## src/rtl/quad_pkg.sv

```systemverilog
// Shared types and Gray-code helpers for the quadrature decoder.
package quad_pkg;

  typedef enum logic {INIT, TRACK} qd_state_t;

  typedef logic [1:0] quad_t;

  localparam quad_t Q00 = 2'b00;
  localparam quad_t Q10 = 2'b10;
  localparam quad_t Q11 = 2'b11;
  localparam quad_t Q01 = 2'b01;

  // {A,B} clockwise successor: 00 -> 10 -> 11 -> 01 -> 00 (A leads B)
  function automatic quad_t cw_next(input quad_t q);
    quad_t n;
    case (q)
      Q00:     n = Q10;
      Q10:     n = Q11;
      Q11:     n = Q01;
      default: n = Q00;
    endcase
    return n;
  endfunction

endpackage

```

## src/rtl/quad_debounce.sv

```systemverilog
// Per-channel synchroniser and debouncer: commits a new level after
// DEBOUNCE_CYCLES consecutive cycles of disagreement with the committed level.
module quad_debounce #(
  parameter int SYNC_STAGES     = 2,
  parameter int DEBOUNCE_CYCLES = 500
) (
  input  logic clk,
  input  logic reset_n,
  input  logic raw,
  output logic level,
  output logic commit,
  output logic stable
);

  localparam int CNT_W = (DEBOUNCE_CYCLES > 1) ? $clog2(DEBOUNCE_CYCLES) : 1;
  localparam logic [CNT_W-1:0] LAST = CNT_W'(DEBOUNCE_CYCLES - 1);

  logic [SYNC_STAGES-1:0] sync_q;
  logic                   synced;
  logic [CNT_W-1:0]       bounce_cnt;
  logic [CNT_W-1:0]       quiet_cnt;

  assign synced = sync_q[SYNC_STAGES-1];

  always_ff @(posedge clk or negedge reset_n) begin
    if (!reset_n) begin
      sync_q     <= '0;
      level      <= 1'b0;
      commit     <= 1'b0;
      stable     <= 1'b0;
      bounce_cnt <= '0;
      quiet_cnt  <= '0;
    end else begin
      sync_q <= {sync_q[SYNC_STAGES-2:0], raw};
      commit <= 1'b0;
      if (synced != level) begin
        quiet_cnt <= '0;
        if (bounce_cnt == LAST) begin
          level      <= synced;
          commit     <= 1'b1;
          stable     <= 1'b1;
          bounce_cnt <= '0;
        end else begin
          bounce_cnt <= bounce_cnt + 1'b1;
          stable     <= 1'b0;
        end
      end else begin
        bounce_cnt <= '0;
        // a channel that never moved still has to sit quiet for the full window
        if (!stable) begin
          if (quiet_cnt == LAST) stable <= 1'b1;
          else                   quiet_cnt <= quiet_cnt + 1'b1;
        end
      end
    end
  end

endmodule

```

## src/rtl/quad_decoder.sv

```systemverilog
// Rotary-encoder quadrature decoder: debounced A/B channels feed a Gray-code
// step decoder with cw/ccw/err pulses, a signed position and an error count.
module quad_decoder
  import quad_pkg::*;
#(
  parameter int SYNC_STAGES     = 2,
  parameter int DEBOUNCE_CYCLES = 500,
  parameter int POS_W           = 16,
  parameter int ERR_W           = 8
) (
  input  logic                    clk,
  input  logic                    reset_n,
  input  logic                    a_raw,
  input  logic                    b_raw,
  input  logic                    pos_clr,
  input  logic                    err_clr,
  output logic                    cw,
  output logic                    ccw,
  output logic                    err,
  output logic                    locked,
  output logic signed [POS_W-1:0] pos,
  output logic        [ERR_W-1:0] err_count
);

  localparam logic [ERR_W-1:0] ERR_MAX = '1;

  logic a_level, a_commit, a_stable;
  logic b_level, b_commit, b_stable;

  quad_debounce #(.SYNC_STAGES(SYNC_STAGES), .DEBOUNCE_CYCLES(DEBOUNCE_CYCLES)) u_deb_a (
    .clk     (clk),
    .reset_n (reset_n),
    .raw     (a_raw),
    .level   (a_level),
    .commit  (a_commit),
    .stable  (a_stable)
  );

  quad_debounce #(.SYNC_STAGES(SYNC_STAGES), .DEBOUNCE_CYCLES(DEBOUNCE_CYCLES)) u_deb_b (
    .clk     (clk),
    .reset_n (reset_n),
    .raw     (b_raw),
    .level   (b_level),
    .commit  (b_commit),
    .stable  (b_stable)
  );

  qd_state_t state;
  quad_t     prev_ab;
  quad_t     cur_ab;
  logic      any_commit;
  logic      step_cw;
  logic      step_ccw;
  logic      step_err;

  always_comb begin
    cur_ab     = {a_level, b_level};
    any_commit = a_commit | b_commit;
    step_cw    = (state == TRACK) && any_commit && (cur_ab == cw_next(prev_ab));
    step_ccw   = (state == TRACK) && any_commit && (prev_ab == cw_next(cur_ab));
    step_err   = (state == TRACK) && any_commit && (cur_ab == ~prev_ab);
  end

  always_ff @(posedge clk or negedge reset_n) begin
    if (!reset_n) begin
      state     <= INIT;
      prev_ab   <= Q00;
      cw        <= 1'b0;
      ccw       <= 1'b0;
      err       <= 1'b0;
      locked    <= 1'b0;
      pos       <= '0;
      err_count <= '0;
    end else begin
      cw  <= 1'b0;
      ccw <= 1'b0;
      err <= 1'b0;
      case (state)
        INIT: begin
          // commits seen while locking only establish the starting position
          if (a_stable && b_stable) begin
            prev_ab <= cur_ab;
            locked  <= 1'b1;
            state   <= TRACK;
          end
        end
        TRACK: begin
          if (any_commit) begin
            prev_ab <= cur_ab;
            cw      <= step_cw;
            ccw     <= step_ccw;
            err     <= step_err;
          end
        end
        default: state <= INIT;
      endcase

      if (pos_clr)       pos <= '0;
      else if (step_cw)  pos <= pos + 1'b1;
      else if (step_ccw) pos <= pos - 1'b1;

      if (err_clr)
        err_count <= step_err ? ERR_W'(1) : '0;
      else if (step_err && err_count != ERR_MAX)
        err_count <= err_count + 1'b1;
    end
  end

endmodule

```

## config.mk

```make
export PLATFORM = sky130hd
export DESIGN_NAME = quad_decoder
export DESIGN_NICKNAME = d
export VERILOG_FILES = /design/src/rtl/quad_pkg.sv /design/src/rtl/quad_debounce.sv /design/src/rtl/quad_decoder.sv
export SDC_FILE = /design/constraint.sdc
export NUM_CORES = 1
export LEC_CHECK = 0
export CORE_ASPECT_RATIO = 1.1
export CORE_MARGIN = 10
export CORE_UTILIZATION = 30
export CTS_CLUSTER_SIZE = 28
export DETAILED_ROUTE_END_ITERATION = 12
export PLACE_DENSITY_LB_ADDON = 0.1
export SYNTH_ARGS = -nofsm -noshare
export SYNTH_HDL_FRONTEND = slang
export SYNTH_SLANG_ARGS = --single-unit
```

## constraint.sdc

```tcl
create_clock -name clk -period 3.94 [get_ports clk]
set_input_delay 0.788 -clock clk [delete_from_list [all_inputs] [get_ports clk]]
set_output_delay 0.788 -clock clk [all_outputs]
set_load 0.02 [all_outputs]
```

-- Yosys cells after proc, flatten, opt, wreduce, memory -nomap -nowiden
Cells that the tools add are included.
- register bits after elaboration: 77
- input bits: 6
- output and inout port bits: 28
- word-level logic and storage cells: 105
- $add $sub $neg: 7
- equality and inequality tests: 20
- muxes and demuxes: 39
- bitwise gates (word level): 3
- reduce and logical (&&, ||, !) cells: 16
- operators by type and width (operator ; count):
    $mux W9 ; 10
    $mux W16 ; 3
    $add A9 B1 Y9 const B ; 4
    $eq A9 B9 Y1 const B ; 4
    $mux W1 ; 19
    $add A16 B1 Y16 const B ; 1
    $mux W8 ; 2
    $sub A16 B1 Y16 const B ; 1
    $pmux W2 S3 ; 2
    $reduce_and A2 Y1 ; 6
    $add A8 B1 Y8 const B ; 1
    $eq A2 B2 Y1 const B ; 4
    $ne A8 B8 Y1 const B ; 1
    $eq A2 B2 Y1 ; 3
    $logic_and A1 B1 Y1 ; 6
    $ne A2 B1 Y1 const B ; 3
    $ne A2 B2 Y1 const B ; 3
    $logic_not A2 Y1 ; 2
    $mux W2 ; 2
    $pmux W2 S2 ; 1
    $reduce_bool A3 Y1 ; 1
    $ne A1 B1 Y1 ; 2
    $not A2 Y2 ; 1
    $reduce_bool A2 Y1 ; 1
    2 further kinds ; 2

-- Logic depth before layout (Yosys ltp)
Gate-level depths: netlist of the first run.
- depth in word-level cells: 7
- depth in mapped cells: 12
- gate-level depth less buffers: 11

-- Cells and area by module
A second synthesis of the first run with hierarchy kept.
- cell total of the unflattened synthesis: 439
- area, all modules: 4240.3 um^2
- modules (own cells, without submodules) (module ; times used ; cells an instance ; area each (um^2) ; sequential area each (um^2)):
    quad_debounce ; 2 ; 102 ; 1083.5 ; 575.6
    quad_decoder ; 1 ; 235 ; 2073.2 ; 775.7

-- Least setup slack after synthesis of the first run
Ideal clock, no wire load.
- kind: register to register
- from: register u_deb_b.commit
- to: register pos[15]
- library setup time: 0.071 ns
- arrival time: 2.689 ns
- data required time: 3.869 ns
- path slack: 1.180 ns
- stages on the path, launching flop included: 11
- path buffers: 0
- clock period less this slack: 2.760 ns
- path through: dfrtp_1 > o21ai_1 > nor2_2 > inv_2 > ha_1 > a211oi_1 > o211ai_1 > a31oi_1 > nor2_1 > or4_1 > nand4_1
- longest elaborated chain between the ends: 5
- elaborated cells between the ends (all ways): 7
- classes of those cells: 2 x mux; 1 x bitwise; 4 x reduce/logical
- ends and longest elaborated chain (element ; RTL line ; source):
    start, declared ; quad_debounce.sv:11 ; output logic commit,
    start signal, assigned ; quad_debounce.sv:29 ; commit <= 1'b0;
    start signal, assigned ; quad_debounce.sv:35 ; commit <= 1'b0;
    start signal, assigned ; quad_debounce.sv:40 ; commit <= 1'b1;
    $or A1 B1 Y1 (*) ; quad_decoder.sv:58 ; any_commit = a_commit | b_commit;
    $logic_and A1 B1 Y1 (*) ; quad_decoder.sv:59, quad_decoder.sv:60 ;
    $logic_and A1 B1 Y1 ; quad_decoder.sv:59 ; step_cw = (state == TRACK) && any_commit && (cur_ab == cw_next(prev_ab));
    $mux W16 ; quad_decoder.sv:99 ; else if (step_cw) pos <= pos + 1'b1;
    $mux W16 ; quad_decoder.sv:98 ; if (pos_clr) pos <= '0;
    end signal, assigned ; quad_decoder.sv:99 ;
    end signal, assigned ; quad_decoder.sv:100 ; else if (step_ccw) pos <= pos - 1'b1;
    end, declared ; quad_decoder.sv:21 ; output logic signed [POS_W-1:0] pos,
Mark *: on every way between the ends. The rest lies on a longest branch, timed or not.
A chain may end at the register's enable or synchronous reset.

-- Final worst setup path of the first run
Ends and elaborated chain as after synthesis.

==> qor.yml, run 1 <==
final_layout:
  fill_cells: 1354
  syn2layout_area_growth_pct: 19.9
  final_util_pct: 37.0
  final-seq-area_sq_um: 1930
  drive_gt1_share_pct: 5.58
  final_nets: 489
  multi_input_comb_area_sq_um: 2090
  diodes: 0
  final_cells: 650
drt:
  dr.pass1.iters: 4
  drc: 0
  wl_mm: 8.87
  drt_iter0_markers: 190
  via_per_inst: 4.76
  ant_nets: 0
  wl_per_cell_um: 13.6
  num_vias: 3093
timing:
  rsz0062_at_grt: "no"
  clock_skew_ps: 8.25
  fmax_mhz: 313
  finalHoldViolCount: 0
  setup_viol: 0
  finalCritPeriodShare_pct: 81.0
  tns_ps: 0
  final_max_slew_viol_count: 0
  worst_slew_pin_slew_ps: 989
  slew_headroom_pct: 34.1
  min_period_ps: 3190
critical_path:
  path_buf_inv: 1
  slowest_delay_ps: 510
  crit_path_cell_trace: "o21ai_1 -> nor2_2 -> inv_2 -> ha_1 -> a211oi_1 -> o211ai_1 -> a31oi_1 -> nor2_1 -> or4_1 -> nand4_1"
  critPathSlowestCell: "or4_1"
  cp-start-kind: "register"
  cp-end-kind: "register"
  cp.required_ps: 4210
  critPathMaxFanout: 19
  cp_top_family: "compound AO/OA/AOI/OAI gates"
  path_class: "register to register"
  cp.arrival_ps: 3470
logic_synthesis:
  syn_nets: 453
  ys_ff_latch: 77
  synthXorXnorAreaFrac_pct: 9.85
  synth_top_family_by_area: "simple AND/OR/NAND/NOR gates"
  synth_fa_ha_area_share_pct: 6.91
  synth-compound-area-share_pct: 11.1
  seq_area_frac_synth_pct: 47.1
  synth_cell_types: 44
  postSynth.asyncResetShare_pct: 100
  avgSynthCellArea_sq_um: 9.62
  synth_mux_area_share_pct: 1.84
  syn_area_sq_um: 4090
  ys_top_cells_by_count: "77 x dfrtp_1, 60 x nor2_1, 42 x nand2_1"
  synthSimpleGateAreaFrac_pct: 21.5
  synth_largest_area_cell: "dfrtp_1"
  yosys-top-cells-area: "dfrtp_1 47%, ha_1 6.4%, xnor2_1 5.8%"
  yosysTopAreaCellShare_pct: 47.1
  syn_inst: 425
  yosysMostFrequentCell: "dfrtp_1"
  synth_ff_type: "dfrtp_1"
  synth_edf_count: 0
  ys.warnings.count: 0
placement:
  hpwlAfterDp_mm: 6.08
  gp_congestion: 0.810
  dpl.cell_count: 634
  port_buffers: 33
cts:
  clkLatencyLatePin_ps: 340
  cts_resized: 0
  cts_buffers: 9
  tritoncts: "done"
  hold_buffers: 0
  cts-root-buf: "clkbuf_16"
  htreeDepth: 3
  clkSlewWorstSetupHoldPaths_ps: 60
  cts_setup_buffers: 0
  clockBufferDepth: 2
  cts_sinks: 77
die:
  ios: 34
  die_area_sq_um: 18700
  rows: 44
  die_y_um: 142
  chipWidth_um: 131
  coreArea_sq_um: 13300
  start_util_pct: 30.8
grt:
  grt_pass1_vias: 3165
  grt-ovfl-total: 0
  grt_max_degree: 78
  grt_pass1_wl_mm: 15.2
  grtUsageTotal_pct: 9.83
  antenna_found_initial: 0
run_status:
  status: "finished, final reports clean"
worst_hold_path:
  min_path_type: "register to register"
power:
  ir_worst_vdd_uv: 177
  power.density_nw_per_um2: 343
  leakagePower_nw: 2.03
  totalPowerFinal_mw: 1.68
job:
  max_cap_viol_count: 0
stage by stage:
stage                     setup slack (ps)  area, sq um  hold slack, ps
after floorplan                       1180         4090             331
after global placement                 870         4620             338
after detailed placement               749         4620             340
after CTS                              729         4900             358
after global routing                   520         4900             355
final                                  747         4900             351
worst register-to-register path, stage by stage (launching register included):
cell      delay, ps
dfrtp_1         360
o21ai_1         410
nor2_2          160
inv_2           320
ha_1            330
a211oi_1        280
o211ai_1        150
a31oi_1         360
nor2_1          130
or4_1           510
nand4_1         120
where the power goes:
group / internal [mW] / leakage, nW / switching (mW)
registers: 0.808 / 1.05 / 0.0148
clock network: 0.444 / 0.128 / 0.339
logic: 0.0290 / 0.855 / 0.0457
area by class of cell:
type | instances | area share, %
Clock buffer | 11 | 4.95
Clock inverter | 5 | 0.740
Inverter | 8 | 0.612
Multi-Input combinational cell | 330 | 42.7
Sequential cell | 77 | 39.3
Tap cell | 184 | 4.70
Timing Repair Buffer | 35 | 6.99
path summary, 6_finish.rpt:
kind                                        startpoint                              end  slack [ps]  cells past startpoint
setup / recovery              u_deb_b.commit$_DFF_PN0_              pos[15]$_DFFE_PN0P_         750                     10
hold / removal             u_deb_a.sync_q[0]$_DFF_PN0_      u_deb_a.sync_q[1]$_DFF_PN0_         350                      0
setup reg to reg              u_deb_b.commit$_DFF_PN0_              pos[15]$_DFFE_PN0P_         750                     10
hold reg to reg            u_deb_a.sync_q[0]$_DFF_PN0_      u_deb_a.sync_q[1]$_DFF_PN0_         350                      0
max in group asynchronous                      reset_n  u_deb_b.bounce_cnt[6]$_DFF_PN0_        2690                      1
min in group asynchronous                      reset_n               pos[8]$_DFFE_PN0P_         600                      1
cell families (layout without fill, tap and decap cells):
logic type,after synthesis,count (layout)
multiplexers,7,7
adder cells (fa/ha/maj),22,22
buffers and inverters,18,59
AND/OR/NAND/NOR,181,181
AO/OA/AOI/OAI,74,74
flip-flops,77,77
XOR/XNOR,46,46
metal layers:
metal,global-route usage [%],vias up,part of all wire (%)
met5,0,-,0
met4,5.39,0,2.4
met3,2.44,15,3.1
met2,16.4,43,48
met1,11.4,1458,46
li1,-,1577,-
sequential cells by signal (all words and copies together), names as in the netlist, 2 cells and up:
name,flops
pos,16
u_deb_a.bounce_cnt,9
u_deb_a.quiet_cnt,9
u_deb_b.bounce_cnt,9
u_deb_b.quiet_cnt,9
err_count,8
prev_ab,2
u_deb_a.sync_q,2
u_deb_b.sync_q,2
cell usage in the layout, fill, tap and decap left out, types with 9 or more instances in the layout:
| cell | count |
|---|---|
| nand2_1 | 42 |
| clkdlybuf4s50_1 | 32 |
| a21oi_1 | 28 |
| nor2_1 | 60 |
| clkbuf_16 | 9 |
| xor2_1 | 19 |
| nand4_1 | 13 |
| ha_1 | 21 |
| nand3_1 | 18 |
| o21ai_0 | 15 |
| xnor2_1 | 27 |
| dfrtp_1 | 77 |
Power figures use the tool's default switching activity.
==> inputs of run 2 (changes only) <==
Clock period 3.94 ns to 2.8 ns, I/O delays scaled along.
==> qor.yml, run 2 (synthesis gave the netlist of run 1 again) <==
run_status:
  status: "finished, final reports clean"
cts:
  cts_sinks: 77  # unchanged
  htreeDepth: 3  # unchanged
  clkLatencyLatePin_ps: 330  # about the same
  cts-root-buf: "clkbuf_16"
  hold_buffers: 0  # unchanged
  clkSlewWorstSetupHoldPaths_ps: 60  # about the same
  tritoncts: "done"
  clockBufferDepth: 2  # unchanged
  cts_buffers: 9  # unchanged
final_layout:
  largest_reg_flops: 16  # unchanged
  mostFrequentLayoutCells: "77 x dfrtp_1, 59 x nor2_1, 41 x nand2_1"
  final_nets: 514  # +5.1%
  syn2layout_area_growth_pct: 29.8
  fin_area_sq_um: 5310  # +8.3%
  drive_gt1_share_pct: 14.7  # +9.1 points
  layout_commonest_cell: "dfrtp_1"
  top_register: "pos"
  diodes: 0  # unchanged
critical_path:
  cp-end-kind: "register"
  timing.critical_path.from: "u_deb_b.level$_DFFE_PN0P_"
  rr_startpoint: "u_deb_b.level$_DFFE_PN0P_"
  cp.required_ps: 3000  # -1210 ps
  path_class: "register to register"
  r2r-end: "pos[14]$_DFFE_PN0P_"
  cp.arrival_ps: 2910  # -560 ps
  r2r_cells: 11  # +1
  rrSetupSlack_ps: 90  # -650 ps
  endpoint: "pos[14]$_DFFE_PN0P_"
  critPathMaxFanout: 6  # -13
  crit_path_cell_trace: "xnor2_2 -> nand2_1 -> nor2_4 -> clkinv_4 -> ha_4 -> and3_4 -> and3_1 -> a21o_1 -> or4_1 -> o2111ai_2 -> o311ai_1"
  critPathSlowestCell: "or4_1"
  slowest_delay_ps: 500  # about the same
  cp-start-kind: "register"
drt:
  drc: 0  # unchanged
  via_per_inst: 4.80  # +0.92%
  drt_iter0_markers: 164  # -14%
  ant_nets: 0  # unchanged
  num_vias: 3232  # +4.5%
  wl_per_cell_um: 13.8  # +1.0%
  dr.pass1.iters: 4  # unchanged
  wl_mm: 9.28  # +4.6%
grt:
  grt_pass1_vias: 3225  # +1.9%
  antenna_found_initial: 0  # unchanged
  grt_pass1_wl_mm: 15.8  # +3.4%
  grt_max_degree: 45  # -42%
  grtUsageTotal_pct: 10.1  # +0.24 points
  grt-ovfl-total: 0  # unchanged
worst_hold_path:
  min_path_type: "input port to asynchronous set/reset pin"
placement:
  place_area_sq_um: 4770  # +3.2%
  post-place-ws_ps: 22.9  # -726 ps
  gp_congestion: 0.831  # +2.6%
  hpwlAfterDp_mm: 6.58  # +8.3%
  port_buffers: 33  # unchanged
timing:
  clock_skew_ps: 8.93  # +0.680 ps
  final_max_slew_viol_count: 0  # unchanged
  slew_headroom_pct: 58.3  # +24 points
  finalHoldViolCount: 0  # unchanged
  worst_slew_pin_slew_ps: 626  # -363 ps
  fmax_mhz: 370  # +18%
  min_period_ps: 2710  # -487 ps
  fin_ws_ps: 94.6  # -653 ps
  setup_viol: 0  # unchanged
  finalCritPeriodShare_pct: 96.6  # +16 points
die:
  start_util_pct: 30.8  # unchanged
  rows: 44  # unchanged
  chipWidth_um: 131  # unchanged
  coreArea_sq_um: 13300  # unchanged
  ios: 34  # unchanged
  die_y_um: 142  # unchanged
  die_area_sq_um: 18700  # unchanged
job:
  max_cap_viol_count: 0  # unchanged
power:
  ir_worst_vdd_uv: 262  # +48%
  totalPowerFinal_mw: 2.49  # +48%
  leakagePower_nw: 2.19  # +8.1%
  power.density_nw_per_um2: 469  # +37%
## run 2: cell count changes in the layout (fill, tap and decap cells not counted), sizes merged
cell	before	now
buf	3	27
clkbuf	11	9
clkinv	2	3
clkinvlp	3	1
bufinv	0	2
## run 2: power by group
group          switching, mW  internal (mW)  leakage (nW)  total, mW
combinational         0.0653         0.0446          1.00      0.110
sequential            0.0213           1.14          1.05       1.16
clock                  0.455          0.767         0.147       1.22
total                  0.542           1.95          2.19       2.49
## run 2: metal layers
metal | global-route usage [%] | share of wire, % | vias up
met2 | 17.2 | 49 | 32
met4 | 4.39 | 1.7 | 0
met1 | 12.1 | 47 | 1568
met3 | 1.98 | 2.8 | 12
li1 | - | - | 1620
met5 | 0 | 0 | -
## run 2: worst min-delay path by stage
stage	slack (ps)	depth (start not counted)	start	to
after global routing	210	1	reset_n	pos[8]$_DFFE_PN0P_
after global placement	340	0	u_deb_a.sync_q[0]$_DFF_PN0_	u_deb_a.sync_q[1]$_DFF_PN0_
final	170	1	reset_n	pos[8]$_DFFE_PN0P_
after floorplan	260	0	reset_n	ccw$_DFF_PN0_
after CTS	190	1	reset_n	pos[8]$_DFFE_PN0P_
after detailed placement	340	0	u_deb_b.sync_q[0]$_DFF_PN0_	u_deb_b.sync_q[1]$_DFF_PN0_
## run 2: layout make-up
class | count | area [sq um]
fill | 1290 | 7960
inverter | 8 | 35.0
timing repair inverter | 1 | 6.26
tap | 184 | 230
clock buffer | 9 | 225
sequential | 77 | 1930
clock inverter | 5 | 77.6
timing repair buffer | 59 | 543
multi-input combinational | 330 | 2260
## run 2: stage by stage
step                      hold WS, ps  TNS [ps]  util (%)  cells
after floorplan                   264         0         -    425
after global placement            341         0      36.0    652
after detailed placement          343         0      36.0    652
after CTS                         190         0      38.3    666
after global routing              214      -117      40.0    673
final                             169         0      40.0    673
## run 2: what timing repair did
item                                    CTS  global route
endpoints found under the setup margin    1             5
gates cloned                              0             1
resized for setup                         1            32
buffers inserted                          0             6
pin swaps                                 0            11
## run 2: critical path, delay by kind of cell, from the launching register on
family	cells	cell delay (ps)
buffers and inverters	1	150
adder cells (fa/ha/maj)	1	240
XOR/XNOR	1	180
flip-flops	1	410
AND/OR/NAND/NOR	5	1160
AO/OA/AOI/OAI	3	430
==> inputs of run 3 (changes only) <==
Settings changed: CAP_MARGIN set to 20.
==> results of run 3 <==
No change in the layout: final DEF, timing and power equal those of run 2.
